==> src/rtl/if_fetch_stage.sv <==
// Instruction fetch stage: one outstanding imem request, 2-entry {addr, instr} FIFO
// feeding ID, and branch redirect with an in-flight response discard.
module if_fetch_stage #(
  parameter logic [31:0] RESET_PC = 32'h0000_0000
) (
  input  logic        clk,
  input  logic        rst,
  input  logic        freeze,
  input  logic        branch_taken,
  input  logic [31:0] branch_addr,
  output logic        imem_req,
  output logic [31:0] imem_addr,
  input  logic        imem_ack,
  input  logic [31:0] imem_rdata,
  output logic        valid,
  output logic [31:0] instruction,
  output logic [31:0] PC
);

  typedef enum logic [1:0] {
    S_IDLE    = 2'd0,
    S_WAIT    = 2'd1,
    S_DISCARD = 2'd2
  } state_t;

  state_t      state_reg;
  logic [31:0] fetch_pc_reg;
  logic        req_reg;
  logic [31:0] req_addr_reg;
  logic [1:0]  count_reg;
  logic        rd_ptr_reg;
  logic        wr_ptr_reg;

  logic        enq;
  logic        deq;
  logic [31:0] head_addr;
  logic [31:0] head_instr;

  // A branch in the same cycle cancels both queue operations.
  assign enq = (state_reg == S_WAIT) && imem_ack && !branch_taken;
  assign deq = (count_reg != 2'd0) && !freeze && !branch_taken;

  always_ff @(posedge clk) begin
    if (rst) begin
      state_reg    <= S_IDLE;
      fetch_pc_reg <= RESET_PC;
      req_reg      <= 1'b0;
      req_addr_reg <= RESET_PC;
      count_reg    <= 2'd0;
      rd_ptr_reg   <= 1'b0;
      wr_ptr_reg   <= 1'b0;
    end else begin
      if (branch_taken) begin
        count_reg  <= 2'd0;
        rd_ptr_reg <= 1'b0;
        wr_ptr_reg <= 1'b0;
      end else begin
        if (enq) wr_ptr_reg <= ~wr_ptr_reg;
        if (deq) rd_ptr_reg <= ~rd_ptr_reg;
        unique case ({enq, deq})
          2'b10:   count_reg <= count_reg + 2'd1;
          2'b01:   count_reg <= count_reg - 2'd1;
          default: count_reg <= count_reg;
        endcase
      end

      unique case (state_reg)
        S_IDLE: begin
          if (branch_taken) begin
            fetch_pc_reg <= branch_addr;
          end else if (count_reg != 2'd2) begin
            // Only our own response can enqueue, so count<2 here guarantees a free slot.
            state_reg    <= S_WAIT;
            req_reg      <= 1'b1;
            req_addr_reg <= fetch_pc_reg;
          end
        end
        S_WAIT: begin
          if (imem_ack) begin
            state_reg    <= S_IDLE;
            req_reg      <= 1'b0;
            fetch_pc_reg <= branch_taken ? branch_addr : fetch_pc_reg + 32'd4;
          end else if (branch_taken) begin
            state_reg    <= S_DISCARD;
            fetch_pc_reg <= branch_addr;
          end
        end
        S_DISCARD: begin
          if (branch_taken) fetch_pc_reg <= branch_addr;
          if (imem_ack) begin
            state_reg <= S_IDLE;
            req_reg   <= 1'b0;
          end
        end
        default: begin
          state_reg <= S_IDLE;
          req_reg   <= 1'b0;
        end
      endcase
    end
  end

  // FIFO payload storage; no reset needed since count gates visibility.
  genvar gi;
  generate
    for (gi = 0; gi < 2; gi++) begin : g_entry
      logic [31:0] addr_reg;
      logic [31:0] instr_reg;
      always_ff @(posedge clk) begin
        if (enq && (wr_ptr_reg == 1'(gi))) begin
          addr_reg  <= fetch_pc_reg;
          instr_reg <= imem_rdata;
        end
      end
    end
  endgenerate

  assign head_addr  = rd_ptr_reg ? g_entry[1].addr_reg  : g_entry[0].addr_reg;
  assign head_instr = rd_ptr_reg ? g_entry[1].instr_reg : g_entry[0].instr_reg;

  assign imem_req    = req_reg;
  assign imem_addr   = req_addr_reg;
  assign valid       = (count_reg != 2'd0);
  assign instruction = valid ? head_instr : 32'h0;
  assign PC          = valid ? head_addr + 32'd4 : 32'h0;

  enq_into_full_fifo: assert property (@(posedge clk) disable iff (rst)
    !(enq && count_reg == 2'd2));

endmodule

==> config.mk <==
export PLATFORM = sky130hd
export DESIGN_NAME = if_fetch_stage
export DESIGN_NICKNAME = d
export VERILOG_FILES = /design/src/rtl/if_fetch_stage.sv
export SDC_FILE = /design/constraint.sdc
export NUM_CORES = 1
export LEC_CHECK = 0
export ABC_CLOCK_PERIOD_IN_PS = 8410
export BUFFER_PORTS_ARGS = -buffer_cell sky130_fd_sc_hd__buf_2
export CAP_MARGIN = 20
export CORE_ASPECT_RATIO = 1.5
export CORE_MARGIN = 3
export CORE_UTILIZATION = 45
export CTS_CLUSTER_SIZE = 40
export DETAILED_ROUTE_END_ITERATION = 10
export GPL_TIMING_DRIVEN = 0
export PLACE_DENSITY = 0.7
export SLEW_MARGIN = 20
export SYNTH_ARGS = -nofsm -noshare
export SYNTH_HDL_FRONTEND = slang
export SYNTH_SLANG_ARGS = --single-unit
==> constraint.sdc <==
create_clock -name clk -period 8.41 [get_ports clk]
set_clock_uncertainty 0.2 [all_clocks]
set_input_delay 2.523 -clock clk [delete_from_list [all_inputs] [get_ports clk]]
set_output_delay 2.523 -clock clk [all_outputs]
set_load 0.02 [all_outputs]
### Word-level counts from Yosys, hierarchy flattened

Index checks and enable logic that the tools add are counted.

* register bits: 199
* input bits: 69
* output and inout bits: 98
* logic and storage cells: 65

* add/sub/neg operators: 4
* equal/unequal tests: 10
* muxes and demuxes: 19
* bitwise logic cells: 3
* reductions and logical operators: 18

Operators by type and width (number)
* $mux W32: 7
* $add A32 B3 Y32 const B: 2
* $pmux W32 S2: 1
* $mux W2: 5
* $ne A2 B2 Y1 const B: 4
* $logic_and A1 B1 Y1: 6
* $pmux W2 S3: 1
* $reduce_and A3 Y1: 2
* $reduce_bool A2 Y1: 3
* $reduce_or A2 Y1: 3
* $eq A2 B1 Y1 const B: 2
* $eq A2 B2 Y1 const B: 2
* $pmux W2 S2: 1
* $reduce_and A4 Y1: 1
* $mux W1: 3
* $ne A3 B3 Y1 const B: 1
* $not A1 Y1: 3
* $add A2 B1 Y2 const B: 1
* $logic_not A1 Y1: 2
* $logic_not A2 Y1: 1
* $ne A2 B1 Y1 const B: 1
* $pmux W1 S2: 1
* $sub A2 B1 Y2 const B: 1

### Depth between registers and ports, before layout

Gate-level depths: netlist of the first run.

* depth after elaboration: 5
* mapped depth: 13
* mapped depth without buffers: 8

### Worst setup path after synthesis of the first run

No wires, ideal clock.

* kind: input -> register
* start: input port branch_taken
* end: register g_entry[0].addr_reg[0], enable pin
* library setup time: 0.486 ns
* arrival time: 5.682 ns
* data required time: 7.724 ns
* path slack: 2.042 ns
* cell stages on the path: 4
* cells stage by stage: clkbuf_1 > nor2b_1 > nand2_1 > nor2_1

* longest elaborated chain between the ends: 3

RTL lines
* from (decl): RTL line 9 `input logic branch_taken,`
* $logic_not A1 Y1: RTL line 40 `assign enq = (state_reg == S_WAIT) && imem_ack && !branch_taken;`
* $logic_and A1 B1 Y1: RTL line 40
* $logic_and A1 B1 Y1: RTL line 110 `if (enq && (wr_ptr_reg == 1'(gi))) begin`
* to (signal assigned): RTL line 111 `addr_reg <= fetch_pc_reg;`
* to (decl): RTL line 107 `logic [31:0] addr_reg;`

Every way passes these cells.
A chain may end at the register's enable or synchronous reset.

### Final worst setup path of the first run

* start: register rd_ptr_reg
* end: output port PC[26]

* longest elaborated chain between the ends: 3

RTL lines
* from (decl): RTL line 31 `logic rd_ptr_reg;`
* from (signal assigned): RTL line 59 `if (deq) rd_ptr_reg <= ~rd_ptr_reg;`
* $mux W32: RTL line 118 `assign head_addr = rd_ptr_reg ? g_entry[1].addr_reg : g_entry[0].addr_reg;`
* $add A32 B3 Y32: RTL line 125 `assign PC = valid ? head_addr + 32'd4 : 32'h0;`
* $mux W32: RTL line 125
* to (decl): RTL line 17 `output logic [31:0] PC`

Every way passes these cells.

==> results of run 1 <==
[layer usage]
| layer | global-route usage [%] | wire length (um) |
|---|---|---|
| met2 | 38.2 | 12100 |
| met3 | 4.54 | 1310 |
| met4 | 10.4 | 950 |
| met1 | 24.9 | 9310 |
| met5 | 0 | 0 |
[final timing paths]
| check | startpoint | end | slack [ps] | cells past startpoint |
|---|---|---|---|---|
| max | rd_ptr_reg$_SDFFE_PP0P_ | PC[26] | 1650 | 14 |
| min | imem_addr[29]$_SDFFE_PP0P_ | imem_addr[29]$_SDFFE_PP0P_ | 250 | 2 |
| max reg2reg | state_reg[0]$_SDFFE_PP0P_ | fetch_pc_reg[23]$_SDFFE_PP0P_ | 5400 | 9 |
| min reg2reg | imem_addr[29]$_SDFFE_PP0P_ | imem_addr[29]$_SDFFE_PP0P_ | 250 | 2 |
[area by class of cell]
class                           instances  share of cell area (%)
Sequential cell                       199                    47.9
Tap cell                              260                    2.96
Clock buffer                           18                    3.90
Buffer                                 55                    2.39
Clock inverter                         14                    1.42
Inverter                               12                   0.410
Timing Repair Buffer                  167                    8.01
Multi-Input combinational cell        584                    33.0
[metrics by stage]
step	hold WS, ps	total power [W]	setup WS [ps]	area (um2)	cells
3_3_place_gp	243	0.00126	335	10300	1274
4_1_cts	256	0.00207	1610	11000	1309
3_5_place_dp	246	0.00127	2090	10400	1277
2_1_floorplan	224	0.00120	2040	9190	850
6_report	254	0.00206	1650	11000	1309
5_1_grt	277	0.00213	1440	11000	1309
[critical path, cell delays in order (launching register included)]
cell and delay [ps]:
dfxtp_1 350, buf_6 150, buf_12 140, buf_12 120, buf_2 230, buf_2 390, mux2_2 230, ha_1 200
nand4b_1 210, a22oi_4 390, nand4_1 170, buf_2 230, o31a_1 300, nor3_1 240, buf_2 230
[power groups by stage]
stage                      logic, W  registers (W)  clock network (W)
after floorplan           0.0000841        0.00112                  0
after global placement     0.000146        0.00112                  0
after detailed placement   0.000151        0.00112                  0
after CTS                  0.000152        0.00110           0.000826
after global routing       0.000167        0.00110           0.000867
final                      0.000151        0.00110           0.000809
[cells in the mapped netlist, drive strengths merged, types with 7 or more instances]
master  instances
nand3b          8
nor2           78
buf            18
xor2           11
nor2b           8
xnor2           9
clkbuf         37
a22oi          11
mux2            8
a21oi          68
dfxtp          71
o21ai          24
ha              7
a31oi           8
nand2         103
nand4          25
mux2i          65
o22ai          10
edfxtp        128
nor3           28
inv            12
nand3          26
nor3b           7
and3           10
[cell families (layout without fill, tap and decap cells)]
| group | after synthesis | count (layout) |
|---|---|---|
| AOI/OAI and AO/OA | 159 | 159 |
| xor gates and xnor gates | 20 | 20 |
| adders and majority gates | 7 | 7 |
| buffers and inverters | 67 | 266 |
| DFF | 199 | 199 |
| muxes | 73 | 73 |
| and+or+nand+nor | 325 | 325 |
==> impl_results.md, run 1 <==
- Yosys cell types: 60
- Clock Path Buffers: 2
- Most frequent cells in the layout: 177 x buf_2, 128 x edfxtp_1, 103 x nand2_1, 77 x nor2_1, 71 x dfxtp_1
- Die W: 123 um
- Initial core utilization: 46.1%
- # hold bufs at CTS: 0
- Area of the multi-input gates: 3630 um2
- Syn-to-layout area delta: 19.6%
- Drt pass-1 iters: 5
- DRC: 0
- Via Count: 7225
- RSZ-0062 raised after global routing: no
- Mux contribution to synthesized area: 8.06%
- Power Density: 187 nW/um2
- Leak: 4.09 nW
- Nets: 1112
- Relative slew slack: 42.0%
- Inserted Clock Buffers: 17
- Worst VDD drop: 0.132 mV
- 1st-iter DRT viols: 504
- Worst-Skew Late Latency: 440 ps
- Post-Route WL: 23.7 mm
- Syn Area/Cell: 10.8 um2
- Clock transition at the registers of the reported paths: 80 ps
- Synth Cell Area: 9190 um2
- CTS tree: done
- Hold Violations, Final: 0
- Hold crit path type: flip-flop to flip-flop
- Synth top area share: 41.8%
- Fill cells: 1778
- Adder-cell share of the synthesized area: 0.953%
- WP data required: 5690 ps
- Port buffer count: 164
- Die H: 181 um
- Number of synthesized flops with an enable pin: 128
- Main combinational cell family by area after synthesis: simple AND/OR/NAND/NOR gates
- Antenna violations before repair: 0
- Most common cell after layout, fill and taps aside: buf_2
- Synth Area in Compound Gates: 10.8%
- Reg area: 5270 um2
- Gpl congestion: 0.909
- Gr usage total: 21.8%
- Synth Area in XOR/XNOR: 1.91%
- WL per Instance: 18.1 um
- Root Driver: clkbuf_16
- # diodes: 0
- Kind of critical path: flip-flop to primary output
- Max-cap viol count: 0
- Post-route ant nets: 0
- Core area: 19900 um2
- First-pass GRT wire length: 37.7 mm
- Outcome: complete, no violations
- Final period util: 80.4%
- Slew Limit Fails: 0
- FP Rows: 63
- Min Tclk post-route: 6760 ps
- Yosys reg bits: 199
- Hpwl dp: 17.6 mm
- Setup bufs post-CTS: 0
- Synth area leader: edfxtp_1
- Mapped Nets: 926
- Switching Fraction: 24.9%
- YS warnings: 0
- Largest net degree at the start of global routing: 35
- Die Area: 22200 um2
- Clock network fraction of total power: 39.3%
- Fin util: 55.1%
- Peak fanout along the critical path: 10
- # resized after CTS: 0
- CTS H-tree depth: 4
- Share of post-route cells with drive strength above 1: 22.1%
- Fraction of registers with async set/reset: 0%
- TNS Setup: 0 ps
- Register share of total power: 53.3%
- Worst Path Arrival: 4040 ps
- Worst Tran Pin Value: 871 ps
- Critical path launch point type: flip-flop
- Ports: 167
- Most used DFF post-synth: edfxtp_1
- Fmax: 148 MHz
- Int Pwr: 0.00154 W
- Final setup viols: 0
- Clock sink total: 199
- Comb power frac: 7.4%
- Switching power: 0.000512 W
- Synth Area in Simple Gates: 17.6%
- Vias in the first global route: 7205
- Worst setup EP type: primary output
- Via density: 5.52
- Sequential share of the synthesized area: 57.3%
- Top cells by area, synth: edfxtp_1 42%, dfxtp_1 15%, mux2i_1 7.1%, nand2_1 4.2%, a21oi_1 3.7%
- Mapped Cells: 850
- Global route total overflow: 0
Note: power is estimated with default switching activity, not from simulation.
==> run 2, diff against run 1 <==
ABC_AREA = 1   (was default)
ABC_CLOCK_PERIOD_IN_PS = 5550   (was 8410)
PLACE_DENSITY = 0.72   (was 0.7)
clock period = 5.55 ns   (was 8.41 ns; I/O delays follow)
==> run 2 against run 1 <==
Compared with the run above:
- cell count up 21%
- via count grew 15%
- area after synthesis up 3.9%
- clock-buffer cell count down 1
- worst hold slack gained 10 ps
- wire length rose by 15%
- global-route usage up 2.2 points
- largest cell class unchanged
- largest power group unchanged
==> impl_results.md, run 2 <==
- Gpl congestion: 0.949
- Peak fanout along the critical path: 10
- Initial core utilization: 46.2%
- Antenna violations before repair: 0
- Main combinational cell family by area after synthesis: simple AND/OR/NAND/NOR gates
- Fill cells: 1922
- Final setup viols: 0
- Clock transition at the registers of the reported paths: 70 ps
- Fraction of registers with async set/reset: 0%
- WP data required: 3690 ps
- Hold Violations, Final: 0
- Clock sink total: 199
- Inserted Clock Buffers: 17
- Nets: 1386
- Mapped Cells: 1121
- R2r setup slk: 2880 ps
- Outcome: complete, no violations
- CTS tree: done
- Synth top area share: 40.3%
- Setup bufs post-CTS: 0
- Mux contribution to synthesized area: 0.105%
- CTS H-tree depth: 4
- Yosys cell types: 47
- Via density: 5.23
- Port buffer count: 165
- Drt pass-1 iters: 5
- Worst-Skew Late Latency: 440 ps
- Adder-cell share of the synthesized area: 0.918%
- Most common cell after layout, fill and taps aside: nand2_1
- Leak: 4.78 nW
- DRC: 0
- Root Driver: clkbuf_16
- Most numerous cell in the Yosys netlist: nand2_1
- Die H: 184 um
- Number of synthesized flops with an enable pin: 128
- Ports: 167
- # resized after CTS: 0
- Power Density: 333 nW/um2
- 1st-iter DRT viols: 512
- Critical path launch point type: flip-flop
- # diodes: 0
- RSZ-0062 raised after global routing: no
- Max-cap viol count: 0
- Global route total overflow: 0
- Synth Area in Compound Gates: 13.1%
- WL per Instance: 17.2 um
- Die Area: 23000 um2
- Hold crit path type: flip-flop to flip-flop
- Yosys reg bits: 199
- Synth Area in XOR/XNOR: 1.19%
- TNS Setup: 0 ps
- Synth Area in Simple Gates: 22.2%
- Die W: 125 um
- YS warnings: 0
- Mapped Nets: 1197
- Hold WS: 264 ps
- FP Rows: 64
- Syn Area/Cell: 8.52 um2
- Gr usage total: 24.0%
- Post-Route WL: 27.3 mm
- Synth top cells by count: 261 x nand2_1, 128 x edfxtp_1, 121 x nor2_1
- Post-route ant nets: 0
- Core area: 20700 um2
- Via Count: 8303
- Top cells by area, synth: edfxtp_1 40%, dfxtp_1 15%, nand2_1 10%, a21oi_1 5.9%, nor2_1 4.8%
- Worst Tran Pin Value: 747 ps
- Syn-to-layout area delta: 19.6%
- Relative slew slack: 50.0%
- Min Tclk post-route: 4770 ps
- Kind of critical path: flip-flop to primary output
- Worst VDD drop: 0.213 mV
- Fmax: 210 MHz
- Synth area leader: edfxtp_1
- Share of post-route cells with drive strength above 1: 19.3%
- # hold bufs at CTS: 0
- Slew Limit Fails: 0
- Worst Path Arrival: 2900 ps
- Final period util: 85.9%
- Worst setup EP type: primary output
- First-pass GRT wire length: 43.2 mm
- Synth Cell Area: 9550 um2
- Largest net degree at the start of global routing: 27
- Most frequent cells in the layout: 261 x nand2_1, 166 x buf_2, 128 x edfxtp_1, 119 x nor2_1, 113 x a21oi_1
- Clock Path Buffers: 2
- Sequential share of the synthesized area: 55.2%
- Most used DFF post-synth: edfxtp_1
- Hpwl dp: 21.2 mm
- Vias in the first global route: 8177
run 2: cell count changes in the layout (fill, tap and decap cells not counted), moves of 9 or more:
cell / delta
nor2_1: +42
a22oi_1: -9
nand3_1: +24
inv_1: +97
a21oi_1: +45
inv_2: +9
nand2_1: +158
o22ai_1: -10
buf_2: -11
o21ai_0: +61
nand4_1: -9
mux2i_1: -64
run 2: final cells by class:
class	count	area (um2)	area share, %
timing repair buffer	170	936	8.20
sequential	199	5270	46.1
multi-input combinational	752	3590	31.5
clock buffer	17	425	3.73
buffer	46	230	2.02
tap	264	330	2.89
clock inverter	15	163	1.42
inverter	124	470	4.12
run 2: critical path: stages (launching register included):
cell	delay, ps
dfxtp_1	330
buf_6	150
buf_4	200
o21ai_1	170
inv_1	130
ha_1	230
inv_1	80
a21oi_1	170
nand2_1	140
nor2_2	250
nand2_1	150
o21ai_0	210
a21oi_1	90
buf_2	170
run 2: logic make-up after synthesis:
| logic type | count (synthesis) |
|---|---|
| AOI/OAI and AO/OA | 232 |
| DFF | 199 |
| buffers and inverters | 170 |
| adders and majority gates | 7 |
| xor gates and xnor gates | 13 |
| and+or+nand+nor | 499 |
| muxes | 1 |
run 2: per-layer routing:
metal  vias up  routed length (um)  part of all wire (%)  GRT usage, %
met5         -                   0                     0             0
met4         0                1140                   4.2          11.5
met3        53                1350                   4.9          3.97
met2       296               14300                    52          44.0
met1      3817               10600                    39          27.3
li1       4137                   -                     -             -
run 2: through the flow:
stage / power [W] / util, % / instances / worst slack [ps] / area [um2]
final: 0.00380 / 55.3 / 1587 / 781 / 11400
after global routing: 0.00397 / 55.3 / 1587 / 604 / 11400
after CTS: 0.00382 / 55.3 / 1587 / 735 / 11400
after detailed placement: 0.00258 / 52.4 / 1555 / 1230 / 10800
after global placement: 0.00256 / 51.8 / 1550 / -1690 / 10700
after floorplan: 0.00230 / - / 1121 / 67.3 / 9550
run 2: path summary, 6_finish.rpt:
path	startpoint	end	cells past startpoint
setup / recovery	rd_ptr_reg$_SDFFE_PP0P_	PC[14]	13
hold / removal	imem_req$_SDFFE_PP0P_	imem_req$_SDFFE_PP0P_	2
setup reg to reg	state_reg[0]$_SDFFE_PP0P_	fetch_pc_reg[24]$_SDFFE_PP0P_	9
hold reg to reg	imem_req$_SDFFE_PP0P_	imem_req$_SDFFE_PP0P_	2
run 2: report_power, final:
group	total, W	switching [W]	leakage, nW	internal, W
combinational	0.000707	0.000489	2.74	0.000218
clock	0.00125	0.000606	0.281	0.000640
sequential	0.00184	0.000111	1.75	0.00173
==> run 3, diff against run 2 <==
BUFFER_PORTS_ARGS = default   (was -buffer_cell sky130_fd_sc_hd__buf_2)
DONT_BUFFER_PORTS = 1   (was default)
PLACE_DENSITY = 0.65   (was 0.72)
==> run 3 against run 2 <==
Compared with the run above:
- critical path depth down 2
- via count down 6.5%
- wire length down 2.4%
- maximum frequency down 0.85%
- highest routed layer unchanged
- critical path type unchanged
- global-route usage down 0.71 points
- cell area down 7.1%
- register-to-register slack better by 30 ps
- combinational power down 23%
==> impl_results.md, run 3 (same netlist as run 2, synthesis figures left out) <==
- Outcome: complete, no violations
- Power Density: 354 nW/um2
- CTS H-tree depth: 4
- Post-route ant nets: 0
- Hold Violations, Final: 0
- Inst Count DP: 1389
- Fmax: 208 MHz
- WP data required: 3690 ps
- R2r setup slk: 2910 ps
- Top routing layer used: met4
- Setup slack after layout: 740 ps
- Via density: 5.46
- WHS Endpoint: g_entry[0].addr_reg[1]$_DFFE_PP_
- CTS tree: done
- Initial core utilization: 46.2%
- Hold WS: 291 ps
- Root Driver: clkbuf_16
- Clock transition at the registers of the reported paths: 70 ps
- Worst Path Arrival: 2950 ps
- RSZ-0062 raised after global routing: no
- Min Tclk post-route: 4810 ps
- Final setup viols: 0
- Worst R2R Start: state_reg[0]$_SDFFE_PP0P_
- Drt pass-1 iters: 5
- Clock sink total: 199
- Kind of critical path: flip-flop to primary output
- Clock Path Buffers: 2
- Final period util: 86.7%
- Core area: 20700 um2
- Setup bufs post-CTS: 0
- Finished Layout Cells: 1423
- Die W: 125 um
- Hold Startpoint: fetch_pc_reg[1]$_SDFFE_PP0P_
- Fin util: 51.3%
- PnR Total Power: 0.00375 W
- Die Area: 23000 um2
- Share of post-route cells with drive strength above 1: 7.78%
- Most frequent cells in the layout: 261 x nand2_1, 128 x edfxtp_1, 119 x nor2_1, 113 x a21oi_1, 109 x inv_1
- Port buffer count: 0
- # hold bufs at CTS: 0
- Max-cap viol count: 0
- Die H: 184 um
- DRC: 0
- Global route total overflow: 0
- Worst setup EP type: primary output
- Post-Route WL: 26.7 mm
- Worst R2R End: fetch_pc_reg[3]$_SDFFE_PP0P_
- Met2 WL: 13.7 mm
- Ports: 167
- Most common cell after layout, fill and taps aside: nand2_1
- Reg2Reg Depth: 7
- Gr usage total: 23.3%
- Worst VDD drop: 0.258 mV
- 1st-iter DRT viols: 538
- Worst-Skew Late Latency: 440 ps
- Worst Tran Pin Value: 840 ps
- WL met3: 1.62 mm
- Worst slack, placed: 1190 ps
- Relative slew slack: 43.7%
- # resized after CTS: 0
- WL per Instance: 18.8 um
- Hpwl dp: 20.2 mm
- Syn-to-layout area delta: 11.1%
- Critical path launch point type: flip-flop
- Antenna violations before repair: 1
- M1 WL: 10.0 mm
- Peak fanout along the critical path: 10
- Gpl congestion: 0.976
- Largest net degree at the start of global routing: 26
- Slew Limit Fails: 0
- Leak: 4.00 nW
- Hold crit path type: flip-flop to flip-flop
- Inserted Clock Buffers: 17
- Nets: 1220
- FP Rows: 64
- First-pass GRT wire length: 41.6 mm
- Via Count: 7766
- Vias in the first global route: 7718
- Worst hold path stage count: 0
[run 3: report_power, final]
part	internal [W]	leakage, nW	total, W	switching [W]
Sequential	0.00173	1.75	0.00193	0.000201
Clock	0.000686	0.304	0.00128	0.000590
Combinational	0.000158	1.94	0.000542	0.000384
Total	0.00258	4.00	0.00375	0.00117
[run 3: cell type report]
cell class	count	area (um2)
antenna	2	5.00
timing repair buffer	4	95.1
clock inverter	15	189
sequential	199	5270
inverter	124	470
buffer	46	230
tap	264	330
clock buffer	17	425
multi-input combinational	752	3590
fill	1940	10100
[run 3: metrics by stage]
step,setup TNS [ps],area (um2)
6_report,0,10600
5_1_grt,0,10600
3_5_place_dp,0,9990
3_3_place_gp,-219990,9880
4_1_cts,0,10600
2_1_floorplan,0,9550
[run 3: critical path: stages, from the launching register on]
cell     delay (ps)
dfxtp_1         330
buf_6           160
buf_4           190
o21ai_1         160
inv_1           140
ha_1            220
inv_1            70
a21oi_1         180
nand2_1         150
nor2_2          230
a21oi_1         100
nor3_1          570
[run 3: worst max-delay path by stage]
stage / start / to / depth (start not counted)
global route: rd_ptr_reg$_SDFFE_PP0P_ / PC[18] / 12
finish: rd_ptr_reg$_SDFFE_PP0P_ / PC[18] / 11
floorplan: branch_taken / g_entry[0].addr_reg[0]$_DFFE_PP_ / 4
CTS: rd_ptr_reg$_SDFFE_PP0P_ / PC[18] / 11
detailed placement: rd_ptr_reg$_SDFFE_PP0P_ / PC[18] / 11
global placement: branch_taken / g_entry[1].instr_reg[20]$_DFFE_PP_ / 4
[run 3: metal layers]
metal  global-route usage [%]  vias up
li1                         -     3810
met1                     25.4     3559
met2                     41.9      311
met3                     5.19       86
met4                     13.4        0
met5                        0        -
